===== config.mk =====
export PLATFORM = sky130hd
export DESIGN_NAME = program_loader
export DESIGN_NICKNAME = d
export VERILOG_FILES = /design/src/rtl/program_loader.sv
export SDC_FILE = /design/constraint.sdc
export NUM_CORES = 1
export LEC_CHECK = 0
export CAP_MARGIN = 10
export CORE_ASPECT_RATIO = 1.25
export CORE_UTILIZATION = 45
export DETAILED_ROUTE_END_ITERATION = 12
export MAX_ROUTING_LAYER = met4
export PLACE_DENSITY = 0.66
export SLEW_MARGIN = 10
export SYNTH_ARGS = -nofsm -noshare
export SYNTH_HDL_FRONTEND = slang
export SYNTH_HIERARCHICAL = 1
export SYNTH_SLANG_ARGS = --single-unit

===== constraint.sdc =====
create_clock -name clk -period 4 [get_ports clk]
set_clock_uncertainty 0.1 [all_clocks]
set_input_delay 0.8 -clock clk [delete_from_list [all_inputs] [get_ports clk]]
set_output_delay 0.8 -clock clk [all_outputs]
set_load 0.01 [all_outputs]

===== src/rtl/program_loader.sv =====
// Program store writer: debounces ENTER/RUN buttons and writes switch words
// into consecutive addresses while holding the CPU, then releases it.

module program_loader_debounce #(
  parameter int DEBOUNCE_CYC = 1000000
) (
  input  logic clk,
  input  logic rst,
  input  logic btn,
  output logic rise_p
);
  localparam int CW = $clog2(DEBOUNCE_CYC + 1);
  localparam logic [CW-1:0] RELOAD = CW'(DEBOUNCE_CYC - 1);

  logic          sync_1;
  logic          sync_2;
  logic          level;
  logic [CW-1:0] cnt;

  // Down-counter runs only while the synced input disagrees with the level.
  always_ff @(posedge clk) begin
    if (rst) begin
      sync_1 <= 1'b0;
      sync_2 <= 1'b0;
      level  <= 1'b0;
      cnt    <= RELOAD;
      rise_p <= 1'b0;
    end else begin
      sync_1 <= btn;
      sync_2 <= sync_1;
      rise_p <= 1'b0;
      if (sync_2 == level) begin
        cnt <= RELOAD;
      end else if (cnt == '0) begin
        level  <= sync_2;
        rise_p <= sync_2;
        cnt    <= RELOAD;
      end else begin
        cnt <= cnt - 1'b1;
      end
    end
  end
endmodule

// state   | meaning
// IDLE    | first cycle after reset
// ENTRY   | waiting for an ENTER or RUN pulse
// WRITE   | mem_we asserted for one cycle
// ADVANCE | count the write, step the address or finish
// DONE    | loading finished, CPU released until reset
module program_loader #(
  parameter int ADDR_W       = 4,
  parameter int DATA_W       = 8,
  parameter int DEBOUNCE_CYC = 1000000
) (
  input  logic              clk,
  input  logic              rst,
  input  logic [DATA_W-1:0] sw_data,
  input  logic              btn_enter,
  input  logic              btn_run,
  output logic              mem_we,
  output logic [ADDR_W-1:0] mem_addr,
  output logic [DATA_W-1:0] mem_wdata,
  output logic              cpu_hold,
  output logic              load_done,
  output logic [ADDR_W:0]   wr_count
);
  localparam logic [2:0] ST_IDLE    = 3'd0;
  localparam logic [2:0] ST_ENTRY   = 3'd1;
  localparam logic [2:0] ST_WRITE   = 3'd2;
  localparam logic [2:0] ST_ADVANCE = 3'd3;
  localparam logic [2:0] ST_DONE    = 3'd4;

  localparam logic [ADDR_W-1:0] LAST_ADDR = {ADDR_W{1'b1}};
  localparam logic [ADDR_W:0]   MAX_COUNT = (ADDR_W+1)'(2**ADDR_W);

  logic [2:0] state;
  logic       pending_run;
  logic       enter_p;
  logic       run_p;

  program_loader_debounce #(.DEBOUNCE_CYC(DEBOUNCE_CYC)) u_deb_enter (
    .clk    (clk),
    .rst    (rst),
    .btn    (btn_enter),
    .rise_p (enter_p)
  );

  program_loader_debounce #(.DEBOUNCE_CYC(DEBOUNCE_CYC)) u_deb_run (
    .clk    (clk),
    .rst    (rst),
    .btn    (btn_run),
    .rise_p (run_p)
  );

  always_ff @(posedge clk) begin
    if (rst) begin
      state       <= ST_IDLE;
      pending_run <= 1'b0;
      mem_addr    <= '0;
      mem_wdata   <= '0;
      wr_count    <= '0;
    end else begin
      case (state)
        ST_IDLE: state <= ST_ENTRY;
        ST_ENTRY: begin
          if (enter_p) begin
            mem_wdata   <= sw_data;
            pending_run <= run_p;
            state       <= ST_WRITE;
          end else if (run_p) begin
            state <= ST_DONE;
          end
        end
        ST_WRITE: state <= ST_ADVANCE;
        ST_ADVANCE: begin
          if (wr_count != MAX_COUNT) wr_count <= wr_count + 1'b1;
          // The last address ends loading rather than wrapping back to 0.
          if (mem_addr == LAST_ADDR || pending_run) begin
            state <= ST_DONE;
          end else begin
            mem_addr <= mem_addr + 1'b1;
            state    <= ST_ENTRY;
          end
        end
        ST_DONE: state <= ST_DONE;
        default: state <= ST_IDLE;
      endcase
    end
  end

  assign mem_we    = (state == ST_WRITE);
  assign cpu_hold  = (state != ST_DONE);
  assign load_done = (state == ST_DONE);
endmodule


==> metrics.cfg <==
[clock_tree]
htreeDepth=3
clk_path_buf_depth=2
cts_made_buffers=9
clk_latency_ns=0.34
cts_sinks=69
cts_hold_buffers=0
post-cts-setup-buffers=0
clockRootBuffer=clkbuf_8
clk_pin_slew_worst_paths_ns=0.07
cts_resized=0
cts_tree=built

[worst_hold_path]
min_path_type=reg -> reg

[sta]
hold_ws_ns=0.338
fin_crit_ns=2.70
max-slew-margin-rel=0.625
setup_tns_ns=0
period_share=0.675
fin_ws_ns=1.30
hold_viol=0
final_max_slew_viol_count=0
setup_viol=0
rsz0062_at_grt=no
clock.fmax_mhz=371
worst_pin_slew_ns=0.558

[setup_path]
cp_max_fo=13
end_kind=output pin
critPathKind=reg -> out
worstSetupStartpointType=flop
worstPathRequired_ns=3.10
arrival_ns=1.80

[place]
place_area_mm2=0.00350
gp_congestion=0.826
placed_cells=444
dp_hpwl_um=3910
portBuffers=31
pre_cts_ws_ns=1.24

[synth]
synth_warnings=6
synth_enable_flop_cells=0
ys.flop_type=dfxtp_1
syn-num-nets=353
netlist_area_mm2=0.00314
ys_async_sr_fraction=0
synth-seq-cells=69
synth_cell_types=45
ys_seq_area_frac=0.440
syn_avg_cell_area_um2=9.40
netlist_instances=334

[floorplan]
io_pins=32
core_area_mm2=0.00665
die_w_um=76.7
start_util=0.472
die_area_mm2=0.00732
fp.dieH_um=95.4
rows=33

[route]
wire_per_inst_um=12.4
ant_nets=0
dr.first_iter.drc_count=84
routed-via-count=2489
via_per_inst=5.41
dr.pass1.iters=4
drcViolationCount=0
wl_um=5690

[grt]
antenna_found_initial=0
grt_max_degree=19
grt_first_pass_wirelength_um=9830
grt_usage=0.175
grt_pass1_vias=2234
overflow=0

[cells_and_area]
drive_gt1_frac=0.0885
fillers=612
syn2layout_area_growth_pct=17.6
stdcell_area_mm2=0.00369
diodes=0
fin_nets=387
layoutNonFillerInstCount=460

[job]
cap_violations=0

[pwr]
power.density_mw_per_mm2=344
vdd_drop_max_v=0.000157
power.leakage_nw=1.18

[outcome]
outcome=complete, no violations

[cell usage in the layout (no fill, tap or decap), types with 2 or more instances in the layout]
cell,instances
nor3b_2,2
o211ai_1,2
o31ai_1,8
nor4_1,4
clkbuf_8,10
nand2b_1,5
nand3_1,16
xnor2_1,8
or3_1,5
a211o_1,2
dfxtp_1,69
nand4_1,8
ha_1,7
nand4_2,2
nor2_1,21
nor2b_1,7
or4b_2,2
nand4b_1,2
inv_1,10
mux2i_1,3
nand4bb_1,2
clkdlybuf4s50_1,31
or4_1,7
o21ai_0,13
o41ai_1,2
o31ai_4,2
and3_1,3
buf_4,2
nor4_2,2
a21oi_1,23
nor3b_1,2
nor4_4,4
nor4bb_1,2
nand2_1,44
nor3_1,9
o31a_1,3
clkinv_2,4
xor2_1,16
[path summary, 6_finish.rpt]
check	cells after the start	end	slack [ns]	from
max	4	cpu_hold	1.30	state[1]
min	1	u_deb_enter/sync_2	0.34	u_deb_enter/sync_1
max reg2reg	6	u_deb_run/cnt[12]	1.90	u_deb_run/cnt[0]
min reg2reg	1	u_deb_enter/sync_2	0.34	u_deb_enter/sync_1
[cells by family after synthesis]
group           synth area share
flops                      0.440
buf+inv                   0.0355
mux                      0.00957
fa+ha+maj                 0.0279
simple gates               0.303
xor+xnor                  0.0670
compound gates             0.117
[flip-flops by register name, indices dropped and copies added, names as in the netlist]
signal	count
u_deb_enter/cnt	20
u_deb_run/cnt	20
mem_wdata	8
wr_count	5
mem_addr	4
state	3
pending_run	1
u_deb_enter/level	1
u_deb_enter/rise_p	1
u_deb_enter/sync_1	1
u_deb_enter/sync_2	1
u_deb_run/level	1
u_deb_run/rise_p	1
u_deb_run/sync_1	1
u_deb_run/sync_2	1
[area by class of cell]
| class | count | area (um2) | share of cell area |
|---|---|---|---|
| Timing Repair Buffer | 33 | 325 | 0.0881 |
| Multi-Input combinational cell | 245 | 1650 | 0.446 |
| Inverter | 10 | 37.5 | 0.0102 |
| Clock inverter | 5 | 50.0 | 0.0136 |
| Clock buffer | 11 | 141 | 0.0383 |
| Sequential cell | 69 | 1380 | 0.374 |
| Tap cell | 87 | 109 | 0.0295 |
[metal layers]
metal / wire length (um) / up-vias / track usage / share of wire
li1: - / 1271 / - / -
met4: 93 / 0 / 0.0817 / 0.016
met5: 0 / - / - / 0
met2: 2660 / 32 / 0.281 / 0.47
met3: 158 / 6 / 0.0469 / 0.028
met1: 2780 / 1180 / 0.204 / 0.49
[where the power goes]
part | leakage (nW) | internal (mW) | switching, mW
clock | 0.103 | 0.301 | 0.248
combinational | 0.521 | 0.0147 | 0.0114
sequential | 0.558 | 0.690 | 0.00357
[cell usage after synthesis (2+ instances only)]
library cell	instances	area share
a211o_1	2	0.0056
a21oi_1	23	0.037
and3_1	3	0.0060
buf_2	2	0.0032
buf_6	4	0.014
clkbuf_1	3	0.0036
dfxtp_1	69	0.44
ha_1	7	0.028
inv_1	10	0.012
mux2i_1	3	0.0096
nand2_1	44	0.053
nand2b_1	5	0.010
nand3_1	16	0.026
nand4_1	8	0.016
nand4_2	2	0.0080
nand4b_1	2	0.0056
nand4bb_1	2	0.0072
nor2_1	21	0.025
nor2b_1	7	0.014
nor3_1	9	0.014
nor3b_1	2	0.0048
nor3b_2	2	0.0080
nor4_1	4	0.0080
nor4_2	2	0.0080
nor4_4	4	0.027
nor4bb_1	2	0.0064
o211ai_1	2	0.0048
o21ai_0	13	0.021
o31a_1	3	0.0084
o31ai_1	8	0.019
o31ai_4	2	0.014
o41ai_1	2	0.0056
or3_1	5	0.010
or4_1	7	0.017
or4b_2	2	0.0064
xnor2_1	8	0.022
xor2_1	16	0.045
[critical path, stage by stage (launching register included)]
cell,delay (ns)
dfxtp_1,0.61
nor2_1,0.07
and2_1,0.17
inv_1,0.08
clkdlybuf4s50_1,0.53
[per-stage QoR]
stage,util,power (mW)
floorplan,-,0.721
global placement,0.526,0.735
detailed placement,0.526,0.735
CTS,0.555,1.29
global route,0.555,1.32
finish,0.555,1.27
(Power assumes the default switching activity.)
